File: src/rtl/mult_pkg.sv
// Shared types and sizing helpers for the iterative
// chunked multiplier datapath.
package mult_pkg;

   localparam int CHUNK = 8;

   typedef enum logic [1:0] {
      S_IDLE = 2'd0,
      S_CALC = 2'd1,
      S_DONE = 2'd2
   } state_t;

   function automatic int nchunks(input int w);
      return w / CHUNK;
   endfunction

endpackage

File: src/rtl/exact_mult_8bit.sv
// Exact unsigned 8x8 -> 16-bit combinational multiplier,
// the single partial-product engine of the datapath.
module exact_mult_8bit (
   input  logic [7:0]  i_a,
   input  logic [7:0]  i_b,
   output logic [15:0] o_p
);

   assign o_p = 16'(i_a) * 16'(i_b);

endmodule

File: src/rtl/gated_iter_mult.sv
// Multi-cycle WxW multiplier: one 8x8 pair per cycle, with
// optional zero-gating of low-weight pairs in approx mode.
module gated_iter_mult
   import mult_pkg::*;
#(
   parameter int W     = 16,
   parameter int TRUNC = 1
) (
   input  logic           clk,
   input  logic           rst_n,
   input  logic           in_valid,
   output logic           in_ready,
   input  logic [W-1:0]   A,
   input  logic [W-1:0]   B,
   input  logic           approx,
   output logic           out_valid,
   input  logic           out_ready,
   output logic [2*W-1:0] Y,
   output logic           busy
);

   localparam int K  = nchunks(W);
   localparam int KK = K * K;
   localparam int CW = (KK > 1) ? $clog2(KK) : 1;
   localparam int IW = (K > 1) ? $clog2(K) : 1;
   localparam int PW = 2 * W;

   if (W % CHUNK != 0) begin : g_bad_mod
      $error("gated_iter_mult: W must be a multiple of 8");
   end
   if (W < 8 || W > 64) begin : g_bad_rng
      $error("gated_iter_mult: W must lie in 8..64");
   end
   if (TRUNC < 0 || TRUNC > 2 * K - 2) begin : g_bad_trunc
      $error("gated_iter_mult: TRUNC must lie in 0..2K-2");
   end

   state_t r_state;
   state_t w_next;

   logic [W-1:0]  r_a;
   logic [W-1:0]  r_b;
   logic          r_approx;
   logic [PW-1:0] r_acc;
   logic [PW-1:0] r_y;
   logic [CW-1:0] r_cnt;
   logic [IW-1:0] r_i;
   logic [IW-1:0] r_j;

   logic          w_ld;
   logic          w_calc;
   logic          w_fin;
   logic          w_last;
   logic          w_gate;
   logic [7:0]    w_ij;
   logic [10:0]   w_sh;
   logic [K-1:0][7:0] w_a_ch;
   logic [K-1:0][7:0] w_b_ch;
   logic [7:0]    w_ma;
   logic [7:0]    w_mb;
   logic [15:0]   w_pp;
   logic [PW-1:0] w_acc_nxt;

   assign w_last = (r_cnt == CW'(KK - 1));

   always_ff @(posedge clk or negedge rst_n) begin
      if (!rst_n) begin
         r_state <= S_IDLE;
      end else begin
         r_state <= w_next;
      end
   end

   always_comb begin
      w_next = r_state;
      w_ld   = 1'b0;
      w_calc = 1'b0;
      w_fin  = 1'b0;
      unique case (r_state)
         S_IDLE: begin
            if (in_valid) begin
               w_ld   = 1'b1;
               w_next = S_CALC;
            end
         end
         S_CALC: begin
            w_calc = 1'b1;
            if (w_last) begin
               w_fin  = 1'b1;
               w_next = S_DONE;
            end
         end
         S_DONE: begin
            if (out_ready) begin
               w_next = S_IDLE;
            end
         end
         default: w_next = S_IDLE;
      endcase
   end

   assign in_ready  = (r_state == S_IDLE);
   assign out_valid = (r_state == S_DONE);
   assign busy      = (r_state != S_IDLE);
   assign Y         = r_y;

   assign w_a_ch = r_a;
   assign w_b_ch = r_b;
   assign w_ij   = 8'(r_i) + 8'(r_j);
   assign w_sh   = {w_ij, 3'b000};

   // Skipped pairs hold both multiplier inputs at zero so the array stays quiet
   assign w_gate = w_calc && !(r_approx && (w_ij < 8'(TRUNC)));
   assign w_ma   = w_gate ? w_a_ch[r_i] : 8'd0;
   assign w_mb   = w_gate ? w_b_ch[r_j] : 8'd0;

   exact_mult_8bit u_mul (
      .i_a (w_ma),
      .i_b (w_mb),
      .o_p (w_pp)
   );

   assign w_acc_nxt = r_acc + (PW'(w_pp) << w_sh);

   always_ff @(posedge clk or negedge rst_n) begin
      if (!rst_n) begin
         r_a      <= '0;
         r_b      <= '0;
         r_approx <= 1'b0;
         r_acc    <= '0;
         r_y      <= '0;
         r_cnt    <= '0;
         r_i      <= '0;
         r_j      <= '0;
      end else begin
         if (w_ld) begin
            r_a      <= A;
            r_b      <= B;
            r_approx <= approx;
            r_acc    <= '0;
            r_cnt    <= '0;
            r_i      <= '0;
            r_j      <= '0;
         end else if (w_calc) begin
            r_acc <= w_acc_nxt;
            if (!w_last) begin
               r_cnt <= r_cnt + 1'b1;
               if (r_i == IW'(K - 1)) begin
                  r_i <= '0;
                  r_j <= r_j + 1'b1;
               end else begin
                  r_i <= r_i + 1'b1;
               end
            end
         end
         if (w_fin) begin
            r_y <= w_acc_nxt;
         end
      end
   end

endmodule

File: config.mk
export PLATFORM = sky130hd
export DESIGN_NAME = gated_iter_mult
export DESIGN_NICKNAME = d
export VERILOG_FILES = /design/src/rtl/mult_pkg.sv /design/src/rtl/exact_mult_8bit.sv /design/src/rtl/gated_iter_mult.sv
export SDC_FILE = /design/constraint.sdc
export NUM_CORES = 1
export LEC_CHECK = 0
export ABC_AREA = 0
export CAP_MARGIN = 20
export CELL_PAD_IN_SITES_DETAIL_PLACEMENT = 1
export CELL_PAD_IN_SITES_GLOBAL_PLACEMENT = 2
export CORE_ASPECT_RATIO = 0.7
export CORE_MARGIN = 5
export CORE_UTILIZATION = 33
export CTS_BUF_LIST = sky130_fd_sc_hd__clkbuf_4
export CTS_CLUSTER_SIZE = 16
export DETAILED_ROUTE_END_ITERATION = 6
export GPL_TIMING_DRIVEN = 0
export PLACE_DENSITY_LB_ADDON = 0.15
export SLEW_MARGIN = 25
export SYNTH_ARGS = -nofsm -noshare
export SYNTH_HDL_FRONTEND = slang
export SYNTH_SLANG_ARGS = --single-unit
File: constraint.sdc
create_clock -name clk -period 7.6 [get_ports clk]
set_clock_uncertainty 0.1 [all_clocks]
set_input_delay 0.76 -clock clk [delete_from_list [all_inputs] [get_ports clk]]
set_output_delay 0.76 -clock clk [all_outputs]
set_load 0.02 [all_outputs]
# --- Word-level counts from Yosys, hierarchy flattened ---
# Cells that the tools add are included.
word_totals:
  regBits: 103
  elab_cells: 64
classes:
  add_sub_neg: 5
  mul: 1
  magnitude_cmp: 3
  eq_ne: 7
  n_shift: 1
  mux: 28
  n_reduce_logical: 10
op_table:
  columns: ["operator", "count"]
  rows:
  - ["$mux W32", 2]
  - ["$mux W8", 6]
  - ["$add A32 B32 Y32", 1]
  - ["$shl A16 B5 Y32", 1]
  - ["$mul A8 B8 Y16", 1]
  - ["$mux W1", 13]
  - ["$mux W2", 6]
  - ["$ne A2 B2 Y1 const B", 3]
  - ["$pmux W2 S3", 1]
  - ["$reduce_and A3 Y1", 2]
  - ["$reduce_bool A2 Y1", 3]
  - ["$eq A2 B2 Y1 const B", 2]
  - ["$lt A1 B2 Y1 const B", 2]
  - ["$add A1 B1 Y1 const B", 2]
  - ["$add A1 B1 Y2", 1]
  - ["$add A2 B1 Y2 const B", 1]
  - ["$eq A2 B1 Y1 const B", 1]
  - ["$logic_and A1 B1 Y1", 2]
  - ["$logic_not A2 Y1", 1]
  - ["$lt A2 B1 Y1 const B", 1]
  - ["$ne A2 B1 Y1 const B", 1]
  - ["$reduce_and A2 Y1", 1]
  - ["$logic_not A1 Y1", 1]

# --- Logic depth before layout (Yosys ltp) ---
# Gate-level depths: netlist (run 1).
logic_depth:
  word_depth: 11
  ltp_mapped: 33
  depth_no_buf: 32

# --- By module ---
# From an unflattened synthesis (run 1), not the netlist that was laid out.
unflattened:
  cells_unflattened: 990
  hier_area_um2: 8486.9
by_module_without_submodules:
  columns: ["mod", "n_inst", "cells_per_inst", "area_per_inst_um2"]
  rows:
  - ["gated_iter_mult", 1, 747, 6364.9]
  - ["exact_mult_8bit", 1, 243, 2122.0]

# --- Least setup slack after synthesis (run 1) ---
# No wires, ideal clock.
synth_path:
  path_type: "register to register"
  startpoint: "reg r_i"
  endpoint: "reg r_y[31] (netlist: Y[31])"
  setup_ns: 0.076
  arrival_time_ns: 7.671
  required_time_ns: 7.424
  slack_ns: -0.247
  path_stages_with_launch: 30
  n_path_buf: 1
  path_cell_list: "dfrtp_1 -> buf_1 -> inv_1 -> ha_1 -> a21oi_1 -> nand2_1 -> or2_2 -> fa_1 -> inv_1 -> fa_1 -> fa_1 -> inv_1 -> fa_1 -> inv_1 -> ha_1 -> or2_2 -> and3_1 -> or3_1 -> a21o_1 -> a41o_1 -> ha_1 -> a21o_1 -> a21o_1 -> a21o_1 -> nand2_1 -> a211oi_1 -> a2111oi_2 -> a211oi_2 -> xor3_1 -> o21ai_1"
synth_between:
  elab_chain_cells: 9
  elab_cells_between_ends: 12
  classes_between: "add/sub (2); mul (1); order compare (1); shift (1); mux (4); reduce/logical (3)"
synth_rtl:
  columns: ["item", "line_no", "source"]
  rows:
  - ["start: declaration", "gated_iter_mult.sv:47", "logic [IW-1:0] r_i;"]
  - ["start signal: assignment", "gated_iter_mult.sv:152", "r_i <= r_i + 1'b1;"]
  - ["$add A1 B1 Y2", "gated_iter_mult.sv:109", "assign w_ij = 8'(r_i) + 8'(r_j);"]
  - ["$lt A2 B1 Y1", "gated_iter_mult.sv:113", "assign w_gate = w_calc && !(r_approx && (w_ij < 8'(TRUNC)));"]
  - ["$logic_and A1 B1 Y1", "gated_iter_mult.sv:113", null]
  - ["$logic_not A1 Y1", "gated_iter_mult.sv:113", null]
  - ["$logic_and A1 B1 Y1", "gated_iter_mult.sv:113", null]
  - ["$mux W8 (on tied branches)", "gated_iter_mult.sv:114, gated_iter_mult.sv:115", null]
  - ["$mul A8 B8 Y16", "exact_mult_8bit.sv:9", "assign o_p = 16'(i_a) * 16'(i_b);"]
  - ["$shl A16 B5 Y32 (*)", "gated_iter_mult.sv:123", "assign w_acc_nxt = r_acc + (PW'(w_pp) << w_sh);"]
  - ["$add A32 B32 Y32 (*)", "gated_iter_mult.sv:123", null]
  - ["end signal: assignment", "gated_iter_mult.sv:157", "r_y <= w_acc_nxt;"]
  - ["end: declaration", "gated_iter_mult.sv:45", "logic [PW-1:0] r_y;"]
# Mark *: on every way between the ends. The rest lies on a longest branch, timed or not. The select of a mux whose other input is x is not followed.
# A chain may end at the register's enable or synchronous reset.

# --- Worst setup path in the final report (run 1) ---
layout_path:
  startpoint: "reg r_j"
  endpoint: "reg r_acc[26]"
layout_between:
  elab_chain_cells: 11
  elab_cells_between_ends: 14
  classes_between: "add/sub (2); mul (1); order compare (1); shift (1); mux (6); reduce/logical (3)"
layout_rtl:
  columns: ["item", "line_no", "source"]
  rows:
  - ["start: declaration", "gated_iter_mult.sv:48", "logic [IW-1:0] r_j;"]
  - ["start signal: assignment", "gated_iter_mult.sv:150", "r_j <= r_j + 1'b1;"]
  - ["$add A1 B1 Y2", "gated_iter_mult.sv:109", null]
  - ["$lt A2 B1 Y1", "gated_iter_mult.sv:113", null]
  - ["$logic_and A1 B1 Y1", "gated_iter_mult.sv:113", null]
  - ["$logic_not A1 Y1", "gated_iter_mult.sv:113", null]
  - ["$logic_and A1 B1 Y1", "gated_iter_mult.sv:113", null]
  - ["$mux W8 (on tied branches)", "gated_iter_mult.sv:114, gated_iter_mult.sv:115", null]
  - ["$mul A8 B8 Y16", "exact_mult_8bit.sv:9", null]
  - ["$shl A16 B5 Y32 (*)", "gated_iter_mult.sv:123", null]
  - ["$add A32 B32 Y32 (*)", "gated_iter_mult.sv:123", null]
  - ["$mux W32 (*)", "gated_iter_mult.sv:144", "end else if (w_calc) begin"]
  - ["$mux W32 (*)", "gated_iter_mult.sv:136", "if (w_ld) begin"]
  - ["end signal: assignment", "gated_iter_mult.sv:145", "r_acc <= w_acc_nxt;"]
  - ["end: declaration", "gated_iter_mult.sv:44", "logic [PW-1:0] r_acc;"]
# Marks and branches as above.

==> out/results.ini, run 1 <==
[outcome]
status=finished clean

[cells_and_area]
multi_input_area_um2=5494
fin_nets=1181
drive_gt1_share_pct=16.83
stdcell_area_um2=10140
syn_to_final_growth_pct=29.28
seqCellArea_um2=2577
fillCellCount=2723

[critical_path]
worst_path_max_delay_cell=fa_1
path_max_fanout=5
cp.arrival_ns=7.64
cp.buffers_inverters=4
crit_top_cell=fa_1
critPathLaunchType=register
critPathKind=reg -> reg
critPathTopFamily=adder cells
end_kind=register
crit_required_ns=7.91
slowest_delay_ns=0.51

[grt]
grt_pass1_vias=6960
grt_overflow=0
antenna_found_initial=2
grt.total_usage_pct=18.40
grt_start_max_net_pins=55
grt_pass1_wl_mm=39.41

[clocking]
clkLatencyLatePin_ns=0.53
cts_made_buffers=9
cts.clk_slew.worst_paths_ns=0.18
clockBufferDepth=2
cts.sinks=103
htree_num_levels=3
cts_root_buf=clkbuf_4
cts_tree=yes

[timing]
finalMaxSlewViolations=0
slew_headroom_pct=52.12
hold_violations=0
worstMarginPinSlew_ns=0.7182
layout_setup_ws_ns=0.2705
period_minus_slack_ns=7.330
setup_viol=0
finalCritPeriodShare_pct=96.44
fmax_ghz=0.1364

[logic_synthesis]
synthFlopType=dfrtp_1
synth_common_cells=157 x nand2_1, 103 x dfrtp_1, 92 x nor2_1
synthTopCellsByArea=dfrtp_1 33%, ha_1 11%, fa_1 9.4%, nand2_1 7.5%, o21ai_0 5.0%
ys_async_sr_fraction_pct=100.0
synth_nets=1058
synth_warnings=0
synth_edf_count=0
synthCells=914
ys_ff_latch=103
synthDistinctLibCells=54
synth-seq-area-share_pct=32.85
synth_most_common_cell=nand2_1
syn_avg_cell_area_um2=8.583
synth_top_area_share_pct=32.85
yosysTopAreaCell=dfrtp_1
netlist_area_um2=7845

[route]
drt_wl_total_mm=24.86
via_per_inst=4.992
first_iter_violations=326
ant_nets=0
wire_per_inst_um=18.27
first_pass_iters=5
num_vias=6794
drcViolationCount=0

[placed_design]
place_hpwl_mm=19.51
dp_worst_setup_slack_ns=-1.110
gp_congestion=0.8456
port_buffers=71
placed_area_um2=8989

[die]
coreArea_um2=23520
row_count=47
fp.dieW_um=194.3
start_util_pct=33.35
die_area_um2=27010
dieHeight_um=139
io_pins=72

[run]
maxCapViolations=0

[worst_hold_path]
hold_class=in -> async

layout make-up:
class | count | area share (%)
Buffer | 34 | 1.604
Multi-Input combinational cell | 704 | 54.17
Inverter | 73 | 2.726
Tap cell | 318 | 3.923
Clock buffer | 9 | 0.6662
Clock inverter | 5 | 0.8266
Timing Repair Buffer | 112 | 10.60
Antenna cell | 3 | 0.07402
Sequential cell | 103 | 25.41
cell families after synthesis:
group                    Yosys count  synth area share (%)
buffers and inverters            107                 5.135
flip-flops                       103                 32.85
XOR/XNOR                          41                 4.769
AND/OR/NAND/NOR                  352                 19.52
multiplexers                      21                 2.775
AO/OA/AOI/OAI                    183                 14.34
adder cells (fa/ha/maj)          107                 20.61
metal layers:
layer | up-vias | wire length (um) | global-route usage, %
met2 | 104 | 9698 | 24.43
met4 | 0 | 184 | 2.996
met1 | 3364 | 14070 | 30.51
li1 | 3315 | - | -
met3 | 11 | 906 | 3.764
met5 | - | 0 | 0
flip-flops by register name, indices dropped and copies added, names as in the netlist:
signal    count
Y            32
r_acc        32
r_a          16
r_b          16
r_cnt         2
r_state       2
r_approx      1
r_i           1
r_j           1
path summary, 6_finish.rpt:
kind / startpoint / end / slack, ns / cells past startpoint
setup / recovery: r_j$_DFFE_PN0P_ / r_acc[26]$_DFFE_PN0P_ / 0.27 / 27
hold / removal: rst_n / Y[30]$_DFFE_PN0P_ / 0.06 / 1
setup reg to reg: r_j$_DFFE_PN0P_ / r_acc[26]$_DFFE_PN0P_ / 0.27 / 27
hold reg to reg: Y[17]$_DFFE_PN0P_ / Y[17]$_DFFE_PN0P_ / 0.39 / 2
max in group asynchronous: rst_n / r_acc[17]$_DFFE_PN0P_ / 6.66 / 2
min in group clk: Y[17]$_DFFE_PN0P_ / Y[17]$_DFFE_PN0P_ / 0.39 / 2
through the flow:
step | TNS (ns) | cells | utilization, % | hold WS (ns)
after detailed placement | -27.61 | 1304 | 38.21 | 0.3635
final | 0 | 1361 | 43.12 | 0.06088
after global routing | -0.01448 | 1361 | 43.12 | 0.06106
after floorplan | 0 | 914 | - | 0.3401
after CTS | -0.0001883 | 1337 | 40.78 | 0.03534
after global placement | -26.62 | 1303 | 38.09 | 0.3587
repair_timing:
action | CTS | global route
setup endpoints to repair | 42 | 27
hold buffers | 0 | 0
buffers inserted | 19 | 21
resized for setup | 77 | 82
pin swaps | 19 | 43
cell usage in the layout (no fill, tap or decap), types with 6 or more instances in the layout:
cell type	instances
nand2_1	153
dfrtp_1	103
nor2_1	73
clkdlybuf4s50_1	70
o21ai_0	68
inv_1	67
ha_1	59
nand3_1	38
buf_4	34
fa_1	32
clkbuf_1	29
a21oi_1	26
a21o_1	21
xor2_1	21
xnor2_1	18
nor2_2	14
o21ai_1	11
mux2i_4	10
clkbuf_4	9
or3_1	8
o22ai_1	8
ha_4	8
nand2b_4	7
nor3_1	7
o21bai_1	7
mux2_2	6
or2_2	6
Power of run 1 is left out: the tool's default activity adds up to more than one toggle a clock period on the data nets, which glitch-free logic cannot reach.
==> inputs of run 2 (changes only) <==
GPL_TIMING_DRIVEN = default   (was 0)
SLEW_MARGIN = 20   (was 25)
==> out/results.ini, run 2 (synthesis results as in run 1) <==
[run]
maxCapViolations=0

[cells_and_area]
drive_gt1_share_pct=15.05
fin_util_pct=41.55
syn_to_final_growth_pct=24.59
layout_common_cells=154 x nand2_1, 103 x dfrtp_1, 89 x nor2_1
final_common_cell=nand2_1
fin_nets=1182

[route]
first_pass_iters=4
wire_per_inst_um=16.84
drcViolationCount=0
via_per_inst=4.864
first_iter_violations=282
ant_nets=0
drt_wl_total_mm=22.94
num_vias=6625

[clocking]
clkLatencyLatePin_ns=0.53
cts.sinks=103
cts_tree=yes
hold_buffers=0
cts_root_buf=clkbuf_4
htree_num_levels=3
cts_made_buffers=9
cts.clk_slew.worst_paths_ns=0.18
clockBufferDepth=2

[critical_path]
path_max_fanout=7
critPathLaunchType=register
slowest_delay_ns=0.54
end_kind=register
worst_path_max_delay_cell=fa_1
reg2reg_slack_ns=0.29
crit_required_ns=7.91
timing.rr.start=r_j$_DFFE_PN0P_
reg2reg_depth=30
cp.arrival_ns=7.62
critPathKind=reg -> reg
critPathTopFamily=adder cells
cp.buffers_inverters=5
r2r-end=Y[24]$_DFFE_PN0P_

[grt]
antenna_found_initial=2
grt.total_usage_pct=16.91
grt_pass1_wl_mm=36.80
grt_pass1_vias=6586
grt_overflow=0
grt_start_max_net_pins=66

[timing]
period_minus_slack_ns=7.310
worstMarginPinSlew_ns=0.7686
setup_viol=0
slew_headroom_pct=48.76
finalCritPeriodShare_pct=96.19
final.setup.tns_ns=0
finalMaxSlewViolations=0
fmax_ghz=0.1368
hold_violations=0

[placed_design]
gp_congestion=0.8817
place_hpwl_mm=18.22
port_buffers=71

[die]
coreArea_um2=23520
dieHeight_um=139
io_pins=72
fp.dieW_um=194.3
start_util_pct=33.35
row_count=47
die_area_um2=27010

[outcome]
status=finished clean

[worst_hold_path]
hold_class=in -> async

==> run 2: repair_timing <==
item                       4_1_cts  5_1_grt
gates resized for setup          6       49
pin swaps                        0       18
setup endpoints to repair       10       28
setup buffers                    0        5
==> run 2: layout make-up <==
type	instances	area, um^2
multi-input combinational	704	5065
sequential	103	2577
timing repair buffer	147	1299
inverter	73	274.0
antenna	1	2.502
clock buffer	9	67.56
fill	2837	13750
clock inverter	7	91.34
tap	318	397.9
==> run 2: metal layers <==
layer / vias to the layer above / GRT usage [%] / wire length [um]
met5: - / 0 / 7
met4: 2 / 3.180 / 201
met3: 16 / 3.788 / 978
met2: 80 / 21.33 / 8613
met1: 3209 / 28.55 / 13140
li1: 3318 / - / -
==> run 2: how the worst max path moves through the flow <==
| stage | from | endpoint | slack, ns | cells past startpoint |
|---|---|---|---|---|
| after floorplan | r_i$_DFFE_PN0P_ | Y[31]$_DFFE_PN0P_ | 0.15 | 29 |
| after global placement | r_j$_DFFE_PN0P_ | Y[27]$_DFFE_PN0P_ | 0.05 | 29 |
| after detailed placement | r_j$_DFFE_PN0P_ | r_acc[27]$_DFFE_PN0P_ | -0.12 | 31 |
| after CTS | r_j$_DFFE_PN0P_ | Y[27]$_DFFE_PN0P_ | 0.05 | 30 |
| after global routing | r_j$_DFFE_PN0P_ | r_acc[26]$_DFFE_PN0P_ | -0.05 | 32 |
| final | r_j$_DFFE_PN0P_ | Y[24]$_DFFE_PN0P_ | 0.29 | 30 |
==> run 2: through the flow <==
stage / setup slack [ns] / hold WS (ns) / cells / cell area [um^2]
detailed placement: -0.1165 / 0.3623 / 1340 / 9376
floorplan: 0.1478 / 0.3401 / 914 / 7851
finish: 0.2898 / 0.1183 / 1362 / 9774
CTS: 0.04520 / 0.09266 / 1356 / 9558
global route: -0.05417 / 0.1254 / 1362 / 9774
global placement: 0.04590 / 0.3574 / 1340 / 9376
Power of run 2 is left out for the same reason.
==> inputs of run 3 (changes only) <==
HOLD_SLACK_MARGIN = 0.12   (was default)
SKIP_LAST_GASP = 1   (was default)
==> out/results.ini, run 3 (synthesis results as in run 1) <==
[worst_hold_path]
hold_class=reg -> reg

[critical_path]
end_kind=register
critPathKind=reg -> reg
reg2reg_depth=30
worst_path_max_delay_cell=fa_1
critPathCapture=Y[24]$_DFFE_PN0P_
r2r-end=Y[24]$_DFFE_PN0P_
reg2reg_slack_ns=0.28
path_max_fanout=7
cp.arrival_ns=7.63
timing.rr.start=r_j$_DFFE_PN0P_
critPathLaunchType=register
critPathLaunch=r_j$_DFFE_PN0P_
slowest_delay_ns=0.54
crit_required_ns=7.91

[cells_and_area]
final_common_cell=nand2_1
syn_to_final_growth_pct=24.72
fillCellCount=2839
drive_gt1_share_pct=15.04
final_cells=1363
layout_common_cells=154 x nand2_1, 103 x dfrtp_1, 89 x nor2_1
fin_util_pct=41.60
fin_nets=1183

[route]
via_per_inst=4.876
wire_per_inst_um=16.90
drcViolationCount=0
drt_wl_total_mm=23.03
first_pass_iters=4
ant_nets=0
num_vias=6646
first_iter_violations=282

[grt]
grt.total_usage_pct=16.91
antenna_found_initial=2
grt_start_max_net_pins=66
grt_overflow=0
grt_pass1_wl_mm=36.82
grt_pass1_vias=6592

[clocking]
cts_made_buffers=9
cts.sinks=103
htree_num_levels=3
cts.clk_slew.worst_paths_ns=0.18
clockBufferDepth=2
cts_tree=yes
clkLatencyLatePin_ns=0.53
cts_root_buf=clkbuf_4

[run]
maxCapViolations=0

[timing]
setup_viol=0
worstMarginPinSlew_ns=0.7760
hold_violations=0
finalCritPeriodShare_pct=96.25
slew_headroom_pct=48.26
finalMaxSlewViolations=0
period_minus_slack_ns=7.315
fmax_ghz=0.1367

[placed_design]
gp_congestion=0.8817
dp.cells=1340
place_hpwl_mm=18.22
port_buffers=71

[die]
dieHeight_um=139
row_count=47
io_pins=72
fp.dieW_um=194.3
coreArea_um2=23520
start_util_pct=33.35
die_area_um2=27010

[outcome]
status=finished clean

-- run 3: changes by cell type in the layout (fill, tap and decap cells not counted) --
cell / before / now
dlygate4sd3_1: 0 / 1
-- run 3: layer usage --
metal  GRT usage (%)  share of wire (%)  vias up
li1                -                  -     3314
met1           28.56                 58     3231
met2           21.33                 38       83
met3           3.788                3.4       16
met4           3.180               0.87        2
met5               0              0.030        -
-- run 3: what timing repair did --
item | in CTS | in global routing
hold endpoints to repair | 17 | 0
buffers inserted | 0 | 5
pin swaps | 0 | 18
gates resized for setup | 6 | 49
hold buffers | 1 | 0
cloned | 0 | 0
endpoints found under the setup margin | 10 | 28
-- run 3: worst min path at each step --
stage | start | to | slack, ns | depth (start not counted)
2_1_floorplan | r_b[14]$_DFFE_PN0P_ | r_b[14]$_DFFE_PN0P_ | 0.34 | 2
3_3_place_gp | r_a[4]$_DFFE_PN0P_ | r_a[4]$_DFFE_PN0P_ | 0.36 | 2
3_5_place_dp | r_a[4]$_DFFE_PN0P_ | r_a[4]$_DFFE_PN0P_ | 0.36 | 2
4_1_cts | r_a[4]$_DFFE_PN0P_ | r_a[4]$_DFFE_PN0P_ | 0.40 | 2
5_1_grt | r_a[1]$_DFFE_PN0P_ | r_a[1]$_DFFE_PN0P_ | 0.42 | 2
6_report | r_a[4]$_DFFE_PN0P_ | r_a[4]$_DFFE_PN0P_ | 0.40 | 2
-- run 3: final cells by class --
cell class,instances,area (um^2),share of cell area [%]
clock buffer,9,67.56,0.6905
antenna,1,2.502,0.02558
clock inverter,7,91.34,0.9335
tap,318,397.9,4.067
sequential,103,2577,26.34
inverter,73,274.0,2.801
multi-input combinational,704,5065,51.76
timing repair buffer,148,1309,13.38
-- run 3: per-stage QoR --
stage                     setup slack (ns)  TNS, ns  hold slack [ns]  cell area (um^2)
final                               0.2848        0           0.3966              9784
after global routing              -0.05417  -0.2159           0.4200              9784
after CTS                          0.04520        0           0.4024              9568
after detailed placement           -0.1165  -0.5524           0.3623              9376
after global placement             0.04590        0           0.3574              9376
after floorplan                     0.1478        0           0.3401              7851
-- run 3: critical path: cells and delay by family, from the launching register on --
| family | cells | cell delay (ns) |
|---|---|---|
| XOR/XNOR | 1 | 0.23 |
| adder cells (fa/ha/maj) | 7 | 2.66 |
| buffers and inverters | 5 | 0.37 |
| flip-flops | 1 | 0.48 |
| AND/OR/NAND/NOR | 6 | 1.35 |
| AO/OA/AOI/OAI | 11 | 2.00 |
Power of run 3 is left out for the same reason.
